==> src/rtl/toggle_pulse_gen.sv <==
// toggle_pulse_gen: debounces a raw push-button and issues a single one-cycle
// toggle request (t) for every accepted press, plus a debounced level and a
// wrapping count of issued pulses.
// Optional feature: define TOGGLE_PULSE_GEN_SYNC_EN to put a second flop in
// front of the sample register (2-flop synchronizer, one extra cycle latency).
module toggle_pulse_gen #(
  parameter int DEBOUNCE_CYCLES = 4
) (
  input  logic       clk,
  input  logic       rst,
  input  logic       btn,
  output logic       t,
  output logic       stable,
  output logic [7:0] pulse_count
);

  // Terminal value of the debounce counter; cnt never goes past it.
  localparam logic [7:0] CNT_MAX = 8'(DEBOUNCE_CYCLES - 1);

  typedef enum logic [1:0] {
    ST_LOW       = 2'd0,
    ST_WAIT_HIGH = 2'd1,
    ST_HIGH      = 2'd2,
    ST_WAIT_LOW  = 2'd3
  } state_e;

  state_e     state_q, state_d;
  logic [7:0] cnt_q, cnt_d;
  logic       s_q;
  logic       t_q, t_d;
  logic       stable_q, stable_d;
  logic [7:0] pulse_count_q, pulse_count_d;

`ifdef TOGGLE_PULSE_GEN_SYNC_EN
  logic sync_q;

  // Two-flop synchronizer: btn -> sync_q -> s_q.
  always_ff @(posedge clk or posedge rst) begin
    if (rst) begin
      sync_q <= 1'b0;
      s_q    <= 1'b0;
    end else begin
      sync_q <= btn;
      s_q    <= sync_q;
    end
  end
`else
  // Single sample register; the only path from btn into the state.
  always_ff @(posedge clk or posedge rst) begin
    if (rst) begin
      s_q <= 1'b0;
    end else begin
      s_q <= btn;
    end
  end
`endif

  // Debounce FSM next state, counter and pulse generation.
  always_comb begin
    state_d       = state_q;
    cnt_d         = cnt_q;
    t_d           = 1'b0;
    pulse_count_d = pulse_count_q;
    case (state_q)
      ST_LOW: begin
        if (s_q) begin
          state_d = ST_WAIT_HIGH;
          cnt_d   = 8'd0;
        end else begin
          state_d = ST_LOW;
        end
      end
      ST_WAIT_HIGH: begin
        if (!s_q) begin
          // Bounce: abandon the pending press.
          state_d = ST_LOW;
          cnt_d   = 8'd0;
        end else if (cnt_q == CNT_MAX) begin
          state_d       = ST_HIGH;
          cnt_d         = 8'd0;
          t_d           = 1'b1;
          pulse_count_d = pulse_count_q + 8'd1;
        end else begin
          cnt_d = cnt_q + 8'd1;
        end
      end
      ST_HIGH: begin
        if (!s_q) begin
          state_d = ST_WAIT_LOW;
          cnt_d   = 8'd0;
        end else begin
          state_d = ST_HIGH;
        end
      end
      ST_WAIT_LOW: begin
        if (s_q) begin
          // Bounce: abandon the pending release.
          state_d = ST_HIGH;
          cnt_d   = 8'd0;
        end else if (cnt_q == CNT_MAX) begin
          // Release is accepted silently; no toggle request.
          state_d = ST_LOW;
          cnt_d   = 8'd0;
        end else begin
          cnt_d = cnt_q + 8'd1;
        end
      end
      default: begin
        state_d = ST_LOW;
        cnt_d   = 8'd0;
      end
    endcase
    // Registered level tracks the state being entered, so it changes with it.
    stable_d = (state_d == ST_HIGH) || (state_d == ST_WAIT_LOW);
  end

  // State, counter and registered outputs.
  always_ff @(posedge clk or posedge rst) begin
    if (rst) begin
      state_q       <= ST_LOW;
      cnt_q         <= 8'd0;
      t_q           <= 1'b0;
      stable_q      <= 1'b0;
      pulse_count_q <= 8'd0;
    end else begin
      state_q       <= state_d;
      cnt_q         <= cnt_d;
      t_q           <= t_d;
      stable_q      <= stable_d;
      pulse_count_q <= pulse_count_d;
    end
  end

  assign t           = t_q;
  assign stable      = stable_q;
  assign pulse_count = pulse_count_q;

endmodule
==> config.mk <==
export PLATFORM = sky130hd
export DESIGN_NAME = toggle_pulse_gen
export DESIGN_NICKNAME = d
export VERILOG_FILES = /design/src/rtl/toggle_pulse_gen.sv
export SDC_FILE = /design/constraint.sdc
export NUM_CORES = 1
export LEC_CHECK = 0
export CAP_MARGIN = 15
export CORE_ASPECT_RATIO = 1.25
export CORE_MARGIN = 4
export CORE_UTILIZATION = 56
export CTS_CLUSTER_DIAMETER = 200
export DETAILED_ROUTE_END_ITERATION = 10
export MAX_ROUTING_LAYER = met4
export PLACE_DENSITY = 0.78
export SLEW_MARGIN = 20
export SYNTH_ARGS = -nofsm -noshare
export SYNTH_HDL_FRONTEND = slang
export SYNTH_SLANG_ARGS = --single-unit
export TNS_END_PERCENT = 50
==> constraint.sdc <==
create_clock -name clk -period 4.3 [get_ports clk]
set_input_delay 0.86 -clock clk [delete_from_list [all_inputs] [get_ports clk]]
set_output_delay 0.86 -clock clk [all_outputs]
set_load 0.03 [all_outputs]
==> flow_results.org, run 1 <==
** Logic synthesis
- Summing the areas of all and, or, nand and nor instances in the mapped netlist gives 22.99% of the synthesized area.
- Share of flip-flops with an asynchronous set or reset :: 100.0%
- Yosys mapped a number of flops with a built-in enable equal to 0.
- After synthesis, the share of cell area in mux cells is 3.337%.
- Main combinational cell family by area after synthesis :: simple AND/OR/NAND/NOR gates
- The synthesized netlist devotes 9.271% of its cell area to compound gates.
- Synthesized netlist net count :: 98
- Number of different library cells in the post-synthesis netlist :: 30
- Summing the areas of all xor and xnor instances in the mapped netlist gives 7.787% of the synthesized area.
- After Yosys synthesis, full adders, half adders and majority gates account for 2.472% of the synthesized area.
- Post-Synthesis Cells :: 93
- For this run, the number of Yosys warnings is 0.
- The mapped netlist covers 1012 µm².
- Dividing the synthesized area by the synthesized cell count gives 10.88 µm².
- For this run, the leading register cell type out of synthesis is sky130_fd_sc_hd__dfrtp_1.
- Total of flip-flops plus latches after synthesis :: 21
- Proportion of synthesized chip area in sequential cells :: 51.92%

** Cells and area
- Layout cells sized above 1 :: 6.481%
- Most frequent standard cell in the layout excluding fill and tap cells :: sky130_fd_sc_hd__dfrtp_1
- Synth-to-layout area growth :: 15.57%
- In the layout the commonest cells are sky130_fd_sc_hd__dfrtp_1, sky130_fd_sc_hd__clkdlybuf4s50_1, sky130_fd_sc_hd__nand2_1.
- The number of antenna diodes in the final layout is 0.
- At the end of the flow, the number of nets in the layout was 114.

** Timing
- Across the routed clock network, the largest skew measured is 0.001999 ns.
- In this run the tightest slew margin relative to its limit is 49.83%.
- Timing would allow up to 430.9 MHz.
- Min Clock Period, post-route :: 2.321 ns
- Final number of setup-violating endpoints :: 0
- At the pin with the least slew margin, the transition time is 0.7518 ns.
- Number of slew-limit violations in the final report :: 0
- Ratio of final minimum period to clock period :: 53.97%
- The final-report hold violation count came to 0.
- Setup repair after global routing left no endpoint under its margin.
- Hold_ws :: 0.4790 ns
- After routing, the total negative slack on setup checks comes to 0 ns.

** Clock network
- No sink is reached through more buffers than the 2 on the longest clock path.
- Number of buffers inserted by post-CTS setup repair :: 0
- Count of clock tree sinks :: 21
- The cell sitting at the root of the clock tree is a sky130_fd_sc_hd__clkbuf_4.
- H-tree levels :: 1
- CTS tree :: built
- Clock tree synthesis inserted a total of 3 buffers.
- Once the clock tree was built, the resizer swapped 0 gates to a different size.
- Number of hold-repair buffers added at the cts stage :: 0
- Clock-pin transition on the worst setup and hold timing paths :: 0.11 ns
- Clock latency on the worst-skew pair :: 0.30 ns

** Global route
- The first global-routing pass estimated 2973 µm of wire.
- Total global routing track utilization :: 15.75%
- Summed over all layers, the global routing overflow is 0.
- Via count of the first global-routing pass :: 669
- Maximum number of pins on one net before global-route repair :: 22
- The initial antenna violation count is 0.

** Critical path
- Library cell contributing the largest single delay on the critical path :: sky130_fd_sc_hd__clkdlybuf4s50_1
- Crit path arrival time :: 1.46 ns
- The worst setup path is captured at an output pin.
- Data required time at the worst endpoint :: 3.44 ns
- Max stage delay on crit path :: 0.70 ns
- Across all register-to-register paths, the minimum setup slack is 2.21 ns.
- Worst r2r path cells :: 4
- STA classifies the critical path startpoint as a register.
- Critical path buffer and inverter count :: 1
- Category of the critical setup timing path :: register to output pin
- Broken down by cell family, the worst path's largest delay share belongs to buffers and inverters.
- In this run the number of cells on the critical path is 1.
- In this run the worst path has a maximum fanout of 6.
- The critical path goes through clkdlybuf4s50_1.

** Floorplanning
- The total area inside the core boundary comes to 1642 µm².
- Area of the die :: 2556 µm²
- The floorplan step set the die height to 55.54 µm.
- Number of placement rows :: 16
- Horizontal extent of the die :: 46.03 µm
- I/O pin count :: 13
- Once the floorplan was initialized, standard cells occupied 61.66% of the core.

** Min path
- Worst Hold Depth :: 1
- The worst hold path belongs to the class register to register.

** Run
- Max-capacitance violation count :: 0

** Place
- Placer congestion estimate :: 0.8963
- PortBufs :: 12
- Sum of net half-perimeters after detailed placement :: 1358 µm

** Route
- Number of DRC violations after detailed-routing iteration 0 :: 18
- The first detailed-routing pass took 5 iterations.
- Routed vias/inst :: 5.944
- ANT nets after route :: 0
- Average wire per cell in the routed design :: 14.00 µm
- Vias :: 749
- Number of DRC violations after detailed routing :: 0
- Wire length after detailed routing :: 1764 µm

** Pwr
- Lkg Pwr :: 0.0005235 µW
- Largest vdd supply drop :: 0.0003175 V
- Power spread over the standard cell area amounts to 417.2 nW/µm².

** Outcome
- Run status :: complete, no violations
## through the flow
step	cell area (µm²)	instances	setup slack, ns	util, %	total power, µW
after floorplan	1012	93	2.359	-	351.8
after detailed placement	1144	122	2.228	69.66	399.2
after global routing	1170	126	1.923	71.27	518.0
after global placement	1144	122	2.296	69.66	395.9
final	1170	126	1.979	71.27	488.1
after CTS	1170	126	1.980	71.27	490.9
## layout make-up
cell class / instances / area, µm²
Tap cell: 18 / 22.52
Multi-Input combinational cell: 68 / 464.2
Fill cell: 120 / 471.7
Clock buffer: 4 / 26.28
Sequential cell: 21 / 525.5
Timing Repair Buffer: 12 / 120.1
Inverter: 3 / 11.26
## kinds of logic (layout without fill, tap and decap cells)
logic type | after synthesis | count (layout)
AND/OR/NAND/NOR | 39 | 39
adder cells (fa/ha/maj) | 2 | 2
flip-flops | 21 | 21
multiplexers | 3 | 3
buffers and inverters | 4 | 19
AO/OA/AOI/OAI | 15 | 15
XOR/XNOR | 9 | 9
## state kept, by name, indices dropped and copies added (netlist names)
register / cells
state_q: 2
cnt_q: 8
t: 1
pulse_count: 8
stable: 1
s_q: 1
## layer usage
metal	wire [µm]	global-route usage, %	up-vias
met4	27	6.098	0
met2	823	23.03	15
li1	-	-	374
met1	828	21.41	358
met3	85	2.597	2
met5	0	-	-
## synthesized netlist by cell type (2+ instances only)
library cell / count / share of area (%)
sky130_fd_sc_hd__nand2_1: 11 / 4.1
sky130_fd_sc_hd__xnor2_1: 5 / 4.3
sky130_fd_sc_hd__a31oi_1: 3 / 1.9
sky130_fd_sc_hd__nor3_1: 2 / 0.99
sky130_fd_sc_hd__or3_1: 2 / 1.2
sky130_fd_sc_hd__xor2_1: 4 / 3.5
sky130_fd_sc_hd__mux2_2: 2 / 2.2
sky130_fd_sc_hd__ha_1: 2 / 2.5
sky130_fd_sc_hd__nor2_1: 4 / 1.5
sky130_fd_sc_hd__a21oi_1: 2 / 0.99
sky130_fd_sc_hd__nor4b_1: 2 / 1.7
sky130_fd_sc_hd__inv_1: 3 / 1.1
sky130_fd_sc_hd__o21ai_0: 5 / 2.5
sky130_fd_sc_hd__nand4_1: 5 / 3.1
sky130_fd_sc_hd__dfrtp_1: 21 / 52
sky130_fd_sc_hd__nand3_1: 5 / 2.5
sky130_fd_sc_hd__nand2b_1: 2 / 1.2
## path summary, 6_finish.rpt
| path | from | end |
|---|---|---|
| worst min register to register | pulse_count[7]$_DFFE_PP0P_ | pulse_count[7]$_DFFE_PP0P_ |
| min in group asynchronous | rst | cnt_q[5]$_DFFE_PP0P_ |
| max in group asynchronous | rst | pulse_count[2]$_DFFE_PP0P_ |
| worst min-delay path | pulse_count[7]$_DFFE_PP0P_ | pulse_count[7]$_DFFE_PP0P_ |
| worst max-delay path | pulse_count[3]$_DFFE_PP0P_ | pulse_count[3] |
| worst max register to register | cnt_q[0]$_DFFE_PP0P_ | pulse_count[1]$_DFFE_PP0P_ |
## power by group
part	internal (µW)	switching (µW)
clock	36.2	56.5
combinational	56.7	89.2
sequential	222	27.9
Note: power is estimated with default switching activity, not from simulation.
==> inputs of run 2 (changes only) <==
- CORE_UTILIZATION: 56 -> 53
- PLACE_DENSITY: 0.78 -> 0.74
- clock period: 4.3 -> 2.3 ns (I/O delays scaled with it)
==> run 2 against run 1 <==
Final area rose by 0.75%; first-iteration DRC count fell by 28%; sequential share of layout area fell by 0.33 points; critical path depth rose by 3; clock skew fell by 0.0010 ns; largest cell class unchanged; largest power group unchanged; highest routed layer unchanged.
==> flow_results.org, run 2 (synthesis results as in run 1) <==
** Outcome
- The run finished with clean final reports.

** Clock network
- The count of hold-fix buffers inserted at cts came to 0 (unchanged).
- Clock-pin transition on the worst setup and hold timing paths :: 0.11 ns (about the same)
- The number of resized instances in the post-cts repair step is 0 (unchanged).
- Number of buffers on the longest clock path :: 2 (unchanged)
- The setup fix buffers added after clock tree synthesis is 0 (unchanged).
- CTS buffer count :: 3 (unchanged)
- TritonCTS built the clock tree.
- The number of clock sinks seen by CTS was 21 (unchanged).
- The latest clock arrival within the worst-skew pair came to 0.30 ns (about the same).
- H-tree levels :: 1 (unchanged)
- Root cell of the clock tree :: sky130_fd_sc_hd__clkbuf_4

** Place
- Sum of net half-perimeters after detailed placement :: 1448 µm (+6.6%)
- The pre-CTS setup slack came to 0.2472 ns (-1.981 ns).
- Placer congestion estimate :: 0.8186 (-8.7%)
- The number of I/O port buffers was 12 (unchanged).

** Critical path
- Crit path arrival time :: 2.26 ns (+0.80 ns)
- The setup slack of the most critical reg-to-reg path is 0.23 ns (-1.98 ns).
- Max Fanout on Critical Path :: 6 (unchanged)
- Worst r2r path cells :: 4 (unchanged)
- STA classifies the critical path startpoint as a register.
- Data required time at the worst endpoint :: 2.49 ns (-0.95 ns)
- Origin of the critical flop-to-flop path :: cnt_q[0]$_DFFE_PP0P_
- Category of the critical setup timing path :: register to register
- FF-to-FF End :: pulse_count[1]$_DFFE_PP0P_
- The worst setup path is captured at a register.

** Timing
- Measured slew at the worst slew-check pin :: 0.5514 ns (-0.2004 ns)
- Worst Clk Skew :: 0.0009687 ns (-0.001030 ns)
- RSZ-0062 raised after global routing :: no
- Of the available clock period, the critical path in the final layout requires 89.99%.
- The final max-slew violation count is 0 (unchanged).
- Final hold violation count :: 0 (unchanged)
- The worst path needs 2.070 ns of the cycle, external delays included.
- The final total negative setup slack came to 0 ns (unchanged).
- Max frequency :: 483.1 MHz
- The worst slew slack as a fraction of its limit is 62.72% (+13 points).
- The final worst slack came to 0.2302 ns (-1.749 ns).
- Final number of setup-violating endpoints :: 0 (unchanged)

** Global route
- Number of antenna violations at the first check in global routing :: 0 (unchanged)
- The number of global-route vias before repair came to 772 (+15%).
- Maximum number of pins on one net before global-route repair :: 22 (unchanged)
- Total global routing track utilization :: 17.32% (+1.6 points)
- Remaining global-route overflow :: 0 (unchanged)
- The wire length of the first global-routing pass is 3312 µm (+11%).

** Run
- The number of maximum-capacitance violations is 0 (unchanged).

** Pwr
- The proportion of total power due to net switching is 35.46% (-0.10 points).
- The leakage component of the power is 0.0005283 µW (+0.92%).
- The areal power density over the cells came to 774.7 nW/µm² (+86%).
- The cell-internal power came to 589.3 µW (+87%).
- The part of the total power dissipated in the clock network came to 18.7% (-0.3 points).
- The sequential group share of total power is 51.3% (+0.2 points).
- The maximum ir drop on the vdd rail is 0.0005228 V (+65%).
- Net switching power of the design :: 323.8 µW (+87%)
- The share of total power in combinational logic came to 29.9% (about the same).

** Floorplanning
- The effective utilization at floorplan was 56.65% (-5.0 points).
- Horizontal extent of the die :: 47.09 µm (+2.3%)
- The vertical extent of the die is 56.86 µm (+2.4%).
- Number of placement rows :: 17 (+1)
- The I/O pin count is 13 (unchanged).
- The floorplan die area came to 2678 µm² (+4.8%).
- Core footprint :: 1787 µm² (+8.8%)

** Route
- The via density per instance is 6.070 (+2.1%).
- Number of DRC violations after detailed-routing iteration 0 :: 13 (-5)
- ANT nets after route :: 0 (unchanged)
- The post-detailed-route wirelength per cell is 14.93 µm (+6.6%).
- Number of DRC violations after detailed routing :: 0 (unchanged)
- Wire length after detailed routing :: 1911 µm (+8.3%)
- Vias :: 777 (+3.7%)
- The first-pass iteration count of the detailed router was 4 (-1).

** Cells and area
- Most frequent standard cell in the layout excluding fill and tap cells :: sky130_fd_sc_hd__dfrtp_1
- # diodes :: 0 (unchanged)
- Number of nets in the layout :: 115 (+0.88%)
- Layout cells sized above 1 :: 7.339% (+0.86 points)
- In the layout the commonest cells are sky130_fd_sc_hd__dfrtp_1, sky130_fd_sc_hd__clkdlybuf4s50_1, sky130_fd_sc_hd__nand2_1.
- Synth-to-layout area growth :: 16.44%

** Min path
- Worst min-delay path class :: input pin to async pin
## run 2: cell count changes in the layout (fill, tap and decap cells not counted)
cell                    before  now
sky130_fd_sc_hd__buf_4       0    1
## run 2: layout make-up
type                    instances  area (µm²)
multi-input cells              68       464.2
fillers                       147       608.1
flip-flops and latches         21       525.5
inverters                       3       11.26
well taps                      19       23.77
repair buffers                 13       127.6
clock buffers                   4       26.28
## run 2: per-stage QoR
| step | total power [µW] | std cells | util (%) | hold WS, ns | cell area [µm²] |
|---|---|---|---|---|---|
| CTS | 920.9 | 128 | 65.97 | 0.4765 | 1179 |
| global placement | 738.2 | 124 | 64.50 | 0.4572 | 1152 |
| global route | 975.2 | 128 | 65.97 | 0.4864 | 1179 |
| finish | 913.1 | 128 | 65.97 | 0.4725 | 1179 |
| detailed placement | 748.8 | 124 | 64.50 | 0.4645 | 1152 |
| floorplan | 657.8 | 93 | - | 0.4365 | 1012 |
## run 2: metal layers
layer  routed length, µm  part of all wire [%]  vias up  track usage [%]
met2                1013                    53       27            29.51
met5                   0                     0        -                -
li1                    -                     -      370                -
met4                  26                   1.4        0            8.300
met1                 763                    40      376            17.74
met3                 107                   5.6        4            3.846
## run 2: critical path: stages, from the launching register on
cell                      delay (ns)
sky130_fd_sc_hd__dfrtp_1        0.42
sky130_fd_sc_hd__ha_1           0.26
sky130_fd_sc_hd__or4b_4         0.52
sky130_fd_sc_hd__nor4_4         0.42
sky130_fd_sc_hd__mux2_1         0.36
## run 2: power by group through the flow
stage                     clock network, µW  registers [µW]  logic, µW
after floorplan                           0             495        162
after global placement                    0             472        267
after detailed placement                  0             476        273
after CTS                               178             468        274
after global routing                    197             475        302
final                                   171             469        273
## run 2: how the worst max path moves through the flow
stage / from / end / slack (ns) / cells after the start
final: cnt_q[0]$_DFFE_PP0P_ / pulse_count[1]$_DFFE_PP0P_ / 0.23 / 4
after global routing: cnt_q[0]$_DFFE_PP0P_ / pulse_count[1]$_DFFE_PP0P_ / 0.13 / 4
after CTS: cnt_q[0]$_DFFE_PP0P_ / pulse_count[1]$_DFFE_PP0P_ / 0.23 / 4
after detailed placement: cnt_q[0]$_DFFE_PP0P_ / pulse_count[1]$_DFFE_PP0P_ / 0.25 / 4
after global placement: cnt_q[0]$_DFFE_PP0P_ / pulse_count[1]$_DFFE_PP0P_ / 0.30 / 4
after floorplan: cnt_q[0]$_DFFE_PP0P_ / pulse_count[1]$_DFFE_PP0P_ / 0.36 / 4
